**config.mk**
```make
export PLATFORM = sky130hd
export DESIGN_NAME = uart_sample_rx
export DESIGN_NICKNAME = d
export VERILOG_FILES = /design/src/rtl/uart_sample_rx.sv
export SDC_FILE = /design/constraint.sdc
export NUM_CORES = 1
export LEC_CHECK = 0
export BUFFER_PORTS_ARGS = -buffer_cell sky130_fd_sc_hd__buf_2
export CAP_MARGIN = 10
export CORE_MARGIN = 1.5
export CORE_UTILIZATION = 48
export DETAILED_ROUTE_END_ITERATION = 8
export HOLD_SLACK_MARGIN = 0.08
export PLACE_DENSITY = 0.66
export SYNTH_ARGS = -nofsm -noshare
export SYNTH_HDL_FRONTEND = slang
export SYNTH_SLANG_ARGS = --single-unit
export TNS_END_PERCENT = 30
```
**constraint.sdc**
```tcl
create_clock -name clk_100 -period 5.26 [get_ports clk_100]
set_input_delay 1.052 -clock clk_100 [delete_from_list [all_inputs] [get_ports clk_100]]
set_output_delay 1.052 -clock clk_100 [all_outputs]
set_load 0.05 [all_outputs]
```
**src/rtl/uart_sample_rx.sv**
```systemverilog
// UART receiver that packs SAMPLE_BYTES frames into one little-endian sample and
// streams samples over valid/ready, marking the last sample of each BLOCK_SIZE block.
module uart_sample_rx #(
  parameter int CLKS_PER_BIT = 1,
  parameter int DATA_BITS    = 8,
  parameter int PARITY       = 0,
  parameter int SAMPLE_BYTES = 2,
  parameter int BLOCK_SIZE   = 1024
) (
  input  logic                      clk_100,
  input  logic                      sb0,
  input  logic                      uart_in,
  output logic [SAMPLE_BYTES*8-1:0] sample_data,
  output logic                      sample_valid,
  input  logic                      sample_ready,
  output logic                      sample_last,
  output logic                      frame_err,
  output logic                      parity_err,
  output logic                      overflow,
  output logic [2:0]                dbg_state
);

  localparam int              BLK_W     = (BLOCK_SIZE > 1) ? $clog2(BLOCK_SIZE) : 1;
  localparam logic [15:0]     HALF_BIT  = 16'(CLKS_PER_BIT / 2);
  localparam logic [15:0]     FULL_BIT  = 16'(CLKS_PER_BIT - 1);
  localparam logic [2:0]      LAST_BIT  = 3'(DATA_BITS - 1);
  localparam logic [1:0]      LAST_BYTE = 2'(SAMPLE_BYTES - 1);
  localparam logic [BLK_W-1:0] LAST_IDX = BLK_W'(BLOCK_SIZE - 1);

  typedef enum logic [2:0] {IDLE, START, DATA, PAR, STOP, BREAK} state_t;

  state_t                    state;
  logic [1:0]                sync_q;
  logic                      line;
  logic                      line_d;
  logic [15:0]               bit_cnt;
  logic [2:0]                bit_idx;
  logic [DATA_BITS-1:0]      shreg;
  logic                      byte_bad;
  logic [SAMPLE_BYTES*8-1:0] pack_reg;
  logic [SAMPLE_BYTES*8-1:0] next_pack;
  logic [1:0]                pack_idx;
  logic [BLK_W-1:0]          blk_cnt;
  logic [7:0]                rx_byte;
  logic                      tick;
  logic                      exp_par;
  logic                      commit;
  logic                      complete;

  // Edge detection looks at the synchronised line; bit sampling uses it one cycle
  // later so that with CLKS_PER_BIT=1 the START check still lands in the start bit.
  assign line = sync_q[1];

  always_ff @(posedge clk_100) begin
    if (sb0) begin
      sync_q <= 2'b11;
      line_d <= 1'b1;
    end else begin
      sync_q <= {sync_q[0], uart_in};
      line_d <= sync_q[1];
    end
  end

  assign tick      = (bit_cnt == 16'd0);
  assign exp_par   = (PARITY == 1) ? ^shreg : ~^shreg;
  assign rx_byte   = 8'(shreg);
  assign commit    = (state == STOP) && tick && line_d && !byte_bad;
  assign complete  = commit && (pack_idx == LAST_BYTE);
  assign dbg_state = state;

  always_ff @(posedge clk_100) begin
    if (sb0) begin
      state      <= IDLE;
      bit_cnt    <= 16'd0;
      bit_idx    <= 3'd0;
      shreg      <= '0;
      byte_bad   <= 1'b0;
      frame_err  <= 1'b0;
      parity_err <= 1'b0;
    end else begin
      frame_err  <= 1'b0;
      parity_err <= 1'b0;
      case (state)
        IDLE: begin
          if (!line) begin
            state   <= START;
            bit_cnt <= HALF_BIT;
          end
        end
        START: begin
          if (tick) begin
            if (!line_d) begin
              state    <= DATA;
              bit_cnt  <= FULL_BIT;
              bit_idx  <= 3'd0;
              byte_bad <= 1'b0;
            end else begin
              state <= IDLE;
            end
          end else begin
            bit_cnt <= bit_cnt - 16'd1;
          end
        end
        DATA: begin
          if (tick) begin
            shreg   <= {line_d, shreg[DATA_BITS-1:1]};
            bit_cnt <= FULL_BIT;
            if (bit_idx == LAST_BIT) begin
              state <= (PARITY != 0) ? PAR : STOP;
            end else begin
              bit_idx <= bit_idx + 3'd1;
            end
          end else begin
            bit_cnt <= bit_cnt - 16'd1;
          end
        end
        PAR: begin
          if (tick) begin
            if (line_d != exp_par) begin
              parity_err <= 1'b1;
              byte_bad   <= 1'b1;
            end
            bit_cnt <= FULL_BIT;
            state   <= STOP;
          end else begin
            bit_cnt <= bit_cnt - 16'd1;
          end
        end
        STOP: begin
          if (tick) begin
            if (line_d) begin
              // A start edge already visible here keeps back-to-back frames aligned.
              if (!line) begin
                state   <= START;
                bit_cnt <= HALF_BIT;
              end else begin
                state <= IDLE;
              end
            end else begin
              frame_err <= 1'b1;
              state     <= BREAK;
            end
          end else begin
            bit_cnt <= bit_cnt - 16'd1;
          end
        end
        BREAK: begin
          if (line) state <= IDLE;
        end
        default: state <= IDLE;
      endcase
    end
  end

  always_comb begin
    next_pack = pack_reg;
    next_pack[{pack_idx, 3'b000} +: 8] = rx_byte;
  end

  // Handshake: a sample transfers on a cycle where sample_valid and sample_ready are
  // both high; valid, data and last hold steady until then, and valid never waits on ready.
  always_ff @(posedge clk_100) begin
    if (sb0) begin
      pack_reg     <= '0;
      pack_idx     <= 2'd0;
      blk_cnt      <= '0;
      sample_data  <= '0;
      sample_valid <= 1'b0;
      sample_last  <= 1'b0;
      overflow     <= 1'b0;
    end else begin
      overflow <= 1'b0;
      if (commit) begin
        if (complete) begin
          pack_reg <= '0;
          pack_idx <= 2'd0;
        end else begin
          pack_reg <= next_pack;
          pack_idx <= pack_idx + 2'd1;
        end
      end
      if (complete && (!sample_valid || sample_ready)) begin
        sample_data  <= next_pack;
        sample_valid <= 1'b1;
        sample_last  <= (blk_cnt == LAST_IDX);
        blk_cnt      <= blk_cnt + 1'b1;
      end else if (complete) begin
        overflow <= 1'b1;
      end else if (sample_valid && sample_ready) begin
        sample_valid <= 1'b0;
        sample_last  <= 1'b0;
      end
    end
  end

endmodule

```
==> impl_results.md, run 1 <==
- Largest fanout on the critical path: 18
- Initial DRC count: 137
- Post-synthesis simple-gate area fraction: a little under a third
- Yosys reg bits: 75
- CTS tree: built
- Endpoints failing setup: 0
- Worst hold path class: register to register
- Total Routed Length: ~8000 um
- Area of the multi-input gates: ~1900 um^2
- Initial antenna violation count: 0
- Input/output buffers: 27
- Number of cell rows: 31
- Fraction of layout cells with a size suffix above 1: 13.79%
- Worst Path Required: 5530 ps
- Status: complete, no violations
- Initial Util: a little under 50%
- Clk root buf: clkbuf_8
- Placement Setup Slack: ~2000 ps
- Resize count post-CTS: 0
- Ant diodes: 0
- Clock latency on the worst-skew pair: approximately 350 ps
- Compound-Gate Fraction of Synth Area: between 10 and 15%
- Fill count: 695
- RSZ-0062 raised after global routing: no
- Worst setup EP type: register
- Syn_nets: about 450
- Period utilization: around 62%
- Setup tns final: 0 ps
- Largest regs: bit_cnt (16), sample_data (16), blk_cnt (10)
- P per Cell Area: 562.9 nW/um^2
- Bufs on Longest Clock Path: 2
- Total Power: between 2 and 2.5 mW
- Most frequent cells in the layout: 81 x nand2_1, 75 x dfxtp_1, 38 x a21oi_1
- Post-route worst setup slack: between 1500 and 2000 ps
- Leakage power: approximately 1.4 nW
- DR pass1 iterations: 4
- Yosys cell types: between 40 and 50
- Slew margin rel.: between 30% and 40%
- Vias in the first global route: 2712
- CP most frequent cell: or4_4
- ANT nets after route: 0
- Register area: roughly 1500 um^2
- CP startpoint kind: register
- Congestion Overflow GR: 0
- Logic pwr share: between 40% and 50%
- Largest family of logic cells by synthesized area: simple AND/OR/NAND/NOR gates
- Final nets: ~470
- Switching share of power: 44.52%
- Post-synthesis adder-cell area fraction: roughly 2.8%
- F_max: 0.3063 GHz
- Tot GR Track Use: a little over a fifth
- Worst Max-Slew Pin Slew: about 1000 ps
- Clock transition at path regs: 90 ps
- Full die area: a little under 8000 um^2
- Mux share of post-synthesis cell area: 0.6048%
- Post-synth EDFFs: 0
- Synthesis-to-finish area growth: 11.38%
- CP peak stage delay: 670 ps
- CTS Buf Count: 9
- R2R cell count: 6
- Avg WL per Cell: 13.90 um
- CP Depth: 6
- CTS H-tree lvls: 3
- Via count: just over 3000
- Clock share of power: approximately 22%
- Core area: 7176 um^2
- Sequential share of power: about a third
- GPL Wtd Cong: 0.7692
- Post-Syn Area per Cell: 7.957 um^2
- CTS Sinks: 75
- Maximum vdd drop: approximately 300 uV
- Final Hold Fails: 0
- Async set-reset flop share out of synthesis: 0%
- Internal: ~1.2 mW
- First-pass GRT wire length: 12850 um
- NetSw: 0.9817 mW
- Residual DRC: 0
- Family with the most delay on the worst path: simple AND/OR/NAND/NOR gates
- Die Ht: between 80 and 90 um
- Commonest non-fill, non-tap cell in the layout: nand2_1
- Largest net degree at the start of global routing: 57
- Worst Hold Depth: 1
- Min cycle time layout: 3264 ps
- CP cell instances: or4_4, or4_1, or4_4, nor3_4, nand4_1, a21oi_1
- Die W: between 80 and 90 um
- XOR/XNOR Fraction of Synth Area: ~4.5%
- Cts hold-fix bufs: 0
- # IOs: 28
- Post-CTS Setup Bufs: 0
- Yosys warning count: 0
- Clock skew: just over 10 ps
- Setup CP Type: register to register
- CP max stage cell: or4_4
- Primary FF master, synth: dfxtp_1
- Detail Placement HPWL: 5202 um
- Post-Synthesis Cells: 442
- Syn Std Cell Area: 3517 um^2
- Max Cap Viol: 0
- R2r setup slk: around 2000 ps
- Final Max Tran Viols: 0
- Routed vias/inst: around 5.4
- Seq/Total Area, Yosys: about 43%
- Crit path buffers/inverters: 0
- Worst EP arrival: 3540 ps
[kinds of logic (layout without fill, tap and decap cells)]
logic type / count (synthesis) / count (layout)
AND/OR/NAND/NOR: 214 / 214
AO/OA/AOI/OAI: 84 / 84
flip-flops: 75 / 75
buffers and inverters: 41 / 63
XOR/XNOR: 18 / 18
adder cells (fa/ha/maj): 8 / 8
multiplexers: 2 / 2
[worst paths after layout]
check | startpoint | end
setup / recovery | bit_cnt[6]$_SDFFE_PP0P_ | sample_data[10]$_SDFFE_PP0P_
hold / removal | sync_q[0]$_SDFF_PP1_ | sync_q[1]$_SDFF_PP1_
setup reg to reg | bit_cnt[6]$_SDFFE_PP0P_ | sample_data[10]$_SDFFE_PP0P_
hold reg to reg | sync_q[0]$_SDFF_PP1_ | sync_q[1]$_SDFF_PP1_
[through the flow]
stage	cell area (um^2)	hold WS [ps]	util, %	std cells
floorplan	3517	389.5	-	442
global placement	3696	435.4	51.51	546
detailed placement	3696	434.1	51.51	546
CTS	3913	454.6	54.52	562
global route	3918	458.9	54.59	563
finish	3918	442.7	54.59	563
[worst reg2reg max path, cell delays in order (launching register included)]
cell and delay [ps]:
dfxtp_1 370, or4_4 560, or4_1 580, or4_4 670, nor3_4 670, nand4_1 170
a21oi_1 170
[final cells by class]
class                           instances  share of cell area (%)
Multi-Input combinational cell        326                   47.30
Tap cell                               99                   3.162
Sequential cell                        75                   38.33
Inverter                               16                   1.533
Clock buffer                           10                   3.258
Timing Repair Buffer                   31                   4.152
Clock inverter                          6                   2.268
[cell usage after synthesis (3+ instances only)]
master | n | area, um^2
nand2_1 | 81 | 304.0
dfxtp_1 | 75 | 1501
a21oi_1 | 38 | 190.2
nor2_1 | 37 | 138.9
nand3_1 | 25 | 125.1
clkbuf_1 | 23 | 86.33
inv_1 | 16 | 60.06
o21ai_0 | 16 | 80.08
nor3_1 | 11 | 55.05
xnor2_1 | 11 | 96.34
a311oi_1 | 9 | 78.83
ha_1 | 8 | 100.1
nand3b_1 | 8 | 60.06
nor4_1 | 8 | 50.05
xor2_1 | 7 | 61.31
nand4_1 | 5 | 31.28
or3_1 | 5 | 31.28
a211oi_1 | 4 | 30.03
a21oi_2 | 4 | 35.03
a31oi_1 | 4 | 25.02
nand2_2 | 4 | 25.02
nor2b_1 | 4 | 25.02
or2_2 | 4 | 25.02
and2_1 | 3 | 18.77
and3_1 | 3 | 18.77
[power by group through the flow]
stage | sequential [mW] | combinational, mW | clock, mW
2_1_floorplan | 0.715 | 0.786 | 0
3_3_place_gp | 0.724 | 0.977 | 0
3_5_place_dp | 0.727 | 0.989 | 0
4_1_cts | 0.714 | 0.999 | 0.497
5_1_grt | 0.729 | 1.13 | 0.519
6_report | 0.716 | 1.00 | 0.490
[metal layers]
layer,vias up,GRT usage (%),wire (um)
met2,40,34.28,3601
met5,-,0,0
li1,1576,-,-
met4,0,8.381,131
met3,12,3.918,202
met1,1421,27.57,3892
(Power assumes the default switching activity.)
==> run 2, diff against run 1 <==
--- a/config.mk
+++ b/config.mk
@@ -11,7 +11,7 @@
 export CORE_UTILIZATION = 48
 export DETAILED_ROUTE_END_ITERATION = 8
 export HOLD_SLACK_MARGIN = 0.08
-export PLACE_DENSITY = 0.66
+export PLACE_DENSITY = 0.69
 export SYNTH_ARGS = -nofsm -noshare
 export SYNTH_HDL_FRONTEND = slang
 export SYNTH_SLANG_ARGS = --single-unit
==> constraint.sdc (replaced) <==
create_clock -name clk_100 -period 2.85 [get_ports clk_100]
set_input_delay 0.57 -clock clk_100 [delete_from_list [all_inputs] [get_ports clk_100]]
set_output_delay 0.57 -clock clk_100 [all_outputs]
set_load 0.05 [all_outputs]
==> run 2 against run 1 <==
  * Final cell count is 2.0% higher
  * Global-route usage shrank 0.25 points
  * Routed wire length is 1.7% lower
  * Highest routed layer unchanged
  * Critical path type unchanged
  * Power up 93%
  * Count of clock-buffer cells in the layout grew 1
  * Non-clock buffer count up 11
==> impl_results.md, run 2 (synthesis results as in run 1) <==
- Status: complete, no violations
- Largest regs: bit_cnt (16), sample_data (16), blk_cnt (10)
- CTS Sinks: 75 (unchanged)
- First-pass GRT wire length: 12730 um (-0.91%)
- Residual DRC: 0 (unchanged)
- Full die area: 7850 um^2 (unchanged)
- Commonest non-fill, non-tap cell in the layout: nand2_1
- Clk root buf: clkbuf_8
- Vias in the first global route: 2800 (+3.2%)
- Input/output buffers: 27 (unchanged)
- DR pass1 iterations: 4 (unchanged)
- Worst hold path class: input port to register
- Initial Util: 49.01% (unchanged)
- Cts hold-fix bufs: 0 (unchanged)
- Period utilization: 91.83% (+30 points)
- Clock skew: 5.018 ps (-5.189 ps)
- CTS H-tree lvls: 3 (unchanged)
- Maximum vdd drop: 614.3 uV (+110%)
- R2R cell count: 6 (unchanged)
- CTS tree: built
- Number of cell rows: 31 (unchanged)
- Worst setup EP type: register
- Endpoints failing setup: 0 (unchanged)
- RR Startpoint: bit_cnt[6]$_SDFFE_PP0P_
- Total Routed Length: 7693 um (-1.7%)
- Setup CP Type: register to register
- Final Max Tran Viols: 0 (unchanged)
- Worst Path Required: 3130 ps (-2400 ps)
- CP startpoint kind: register
- ANT nets after route: 0 (unchanged)
- R2r setup slk: 230 ps (-1760 ps)
- CTS Buf Count: 9 (unchanged)
- # IOs: 28 (unchanged)
- Bufs on Longest Clock Path: 2 (unchanged)
- GPL Wtd Cong: 0.7883 (+2.5%)
- Leakage power: 1.490 nW (+3.6%)
- Avg WL per Cell: 13.40 um (-3.6%)
- Ant diodes: 0 (unchanged)
- Worst EP arrival: 2900 ps (-640 ps)
- Clock transition at path regs: 70 ps (-20 ps)
- Final Hold Fails: 0 (unchanged)
- Post-CTS Setup Bufs: 0 (unchanged)
- Tot GR Track Use: 20.77% (-0.25 points)
- Worst r2r dst: bit_cnt[15]$_SDFFE_PP0P_
- Core area: 7176 um^2 (unchanged)
- Setup tns final: 0 ps (unchanged)
- Resize count post-CTS: 0 (unchanged)
- Initial DRC count: 144 (+5.1%)
- Fraction of layout cells with a size suffix above 1: 15.79% (+2.0 points)
- Congestion Overflow GR: 0 (unchanged)
- Slew margin rel.: 39.74% (+6.6 points)
- Via count: 3118 (+2.3%)
- Initial antenna violation count: 0 (unchanged)
- Max Cap Viol: 0 (unchanged)
- F_max: 0.3821 GHz (+25%)
- Min-Delay Startpoint: uart_in
- Hold WS: 395.8 ps (-46.93 ps)
- Hold Path End: sync_q[0]$_SDFF_PP1_
- Min cycle time layout: 2617 ps (-647.3 ps)
- Most frequent cells in the layout: 81 x nand2_1, 75 x dfxtp_1, 38 x a21oi_1
- Synthesis-to-finish area growth: 13.52%
- Largest net degree at the start of global routing: 43 (-25%)
- Die W: 88.60 um (unchanged)
- Routed vias/inst: 5.432 (+0.30%)
- Detail Placement HPWL: 5189 um (-0.25%)
- Die Ht: 88.60 um (unchanged)
- Worst Hold Depth: 2 (+1)
- RSZ-0062 raised after global routing: no
- Largest fanout on the critical path: 7 (-11)
- Worst Max-Slew Pin Slew: 902.1 ps (-100.5 ps)
- Final nets: 482 (+2.3%)
- Clock latency on the worst-skew pair: 350 ps (about the same)
- P per Cell Area: 1067 nW/um^2 (+89%)
## run 2: changes by cell type in the layout (fill, tap and decap cells not counted)
| cell | previous run | this run |
|---|---|---|
| buf_4 | 3 | 14 |
| clkinv_2 | 1 | 3 |
| buf_12 | 0 | 1 |
| bufinv_16 | 2 | 1 |
| clkbuf_2 | 1 | 0 |
| clkbuf_8 | 9 | 10 |
| clkinvlp_4 | 2 | 1 |
| inv_6 | 1 | 0 |
## run 2: worst max-delay path by stage
stage,start,endpoint,slack (ps),cells past startpoint
finish,bit_cnt[6]$_SDFFE_PP0P_,bit_cnt[15]$_SDFFE_PP0P_,230,6
global route,bit_cnt[6]$_SDFFE_PP0P_,sample_data[11]$_SDFFE_PP0P_,140,7
CTS,bit_cnt[6]$_SDFFE_PP0P_,bit_cnt[15]$_SDFFE_PP0P_,230,6
detailed placement,bit_cnt[6]$_SDFFE_PP0P_,bit_cnt[15]$_SDFFE_PP0P_,250,6
global placement,bit_cnt[6]$_SDFFE_PP0P_,bit_cnt[15]$_SDFFE_PP0P_,290,6
floorplan,bit_cnt[6]$_SDFFE_PP0P_,sample_data[4]$_SDFFE_PP0P_,210,8
## run 2: worst max-delay path, cell delays in order, from the launching register on
cell     delay (ps)
dfxtp_1         370
or4_4           550
or2_2           330
or4_1           530
or3_1           340
or3_1           310
a31oi_1         120
## run 2: cell type report
class                      instances  area (um^2)
multi-input combinational        326         1853
clock inverter                     5        52.55
clock buffer                      11        141.4
timing repair buffer              42        260.3
sequential                        75         1501
inverter                          16        60.06
tap                               99        123.9
fill                             687         3183
## run 2: report_power, final
group,internal (mW),total [mW],switching [mW]
clock network,0.424,0.806,0.382
registers,1.17,1.31,0.138
logic,0.829,2.14,1.32
## run 2: metrics by stage
stage                     setup slack, ps  util [%]  power, mW  instances  cell area (um^2)
final                               232.8     55.64      4.259        574              3993
after global routing                142.5     55.64      4.596        574              3993
after CTS                           231.9     55.64      4.253        574              3993
after detailed placement            248.5     52.94      3.429        558              3799
after global placement              285.3     52.94      3.411        558              3799
after floorplan                     210.1         -      2.770        442              3517
## run 2: per-layer routing
metal / vias to the layer above / routed length (um) / track usage, %
li1: 1594 / - / -
met1: 1461 / 3640 / 27.14
met4: 0 / 99 / 7.386
met3: 9 / 238 / 4.664
met2: 54 / 3715 / 33.87
met5: - / 0 / 0
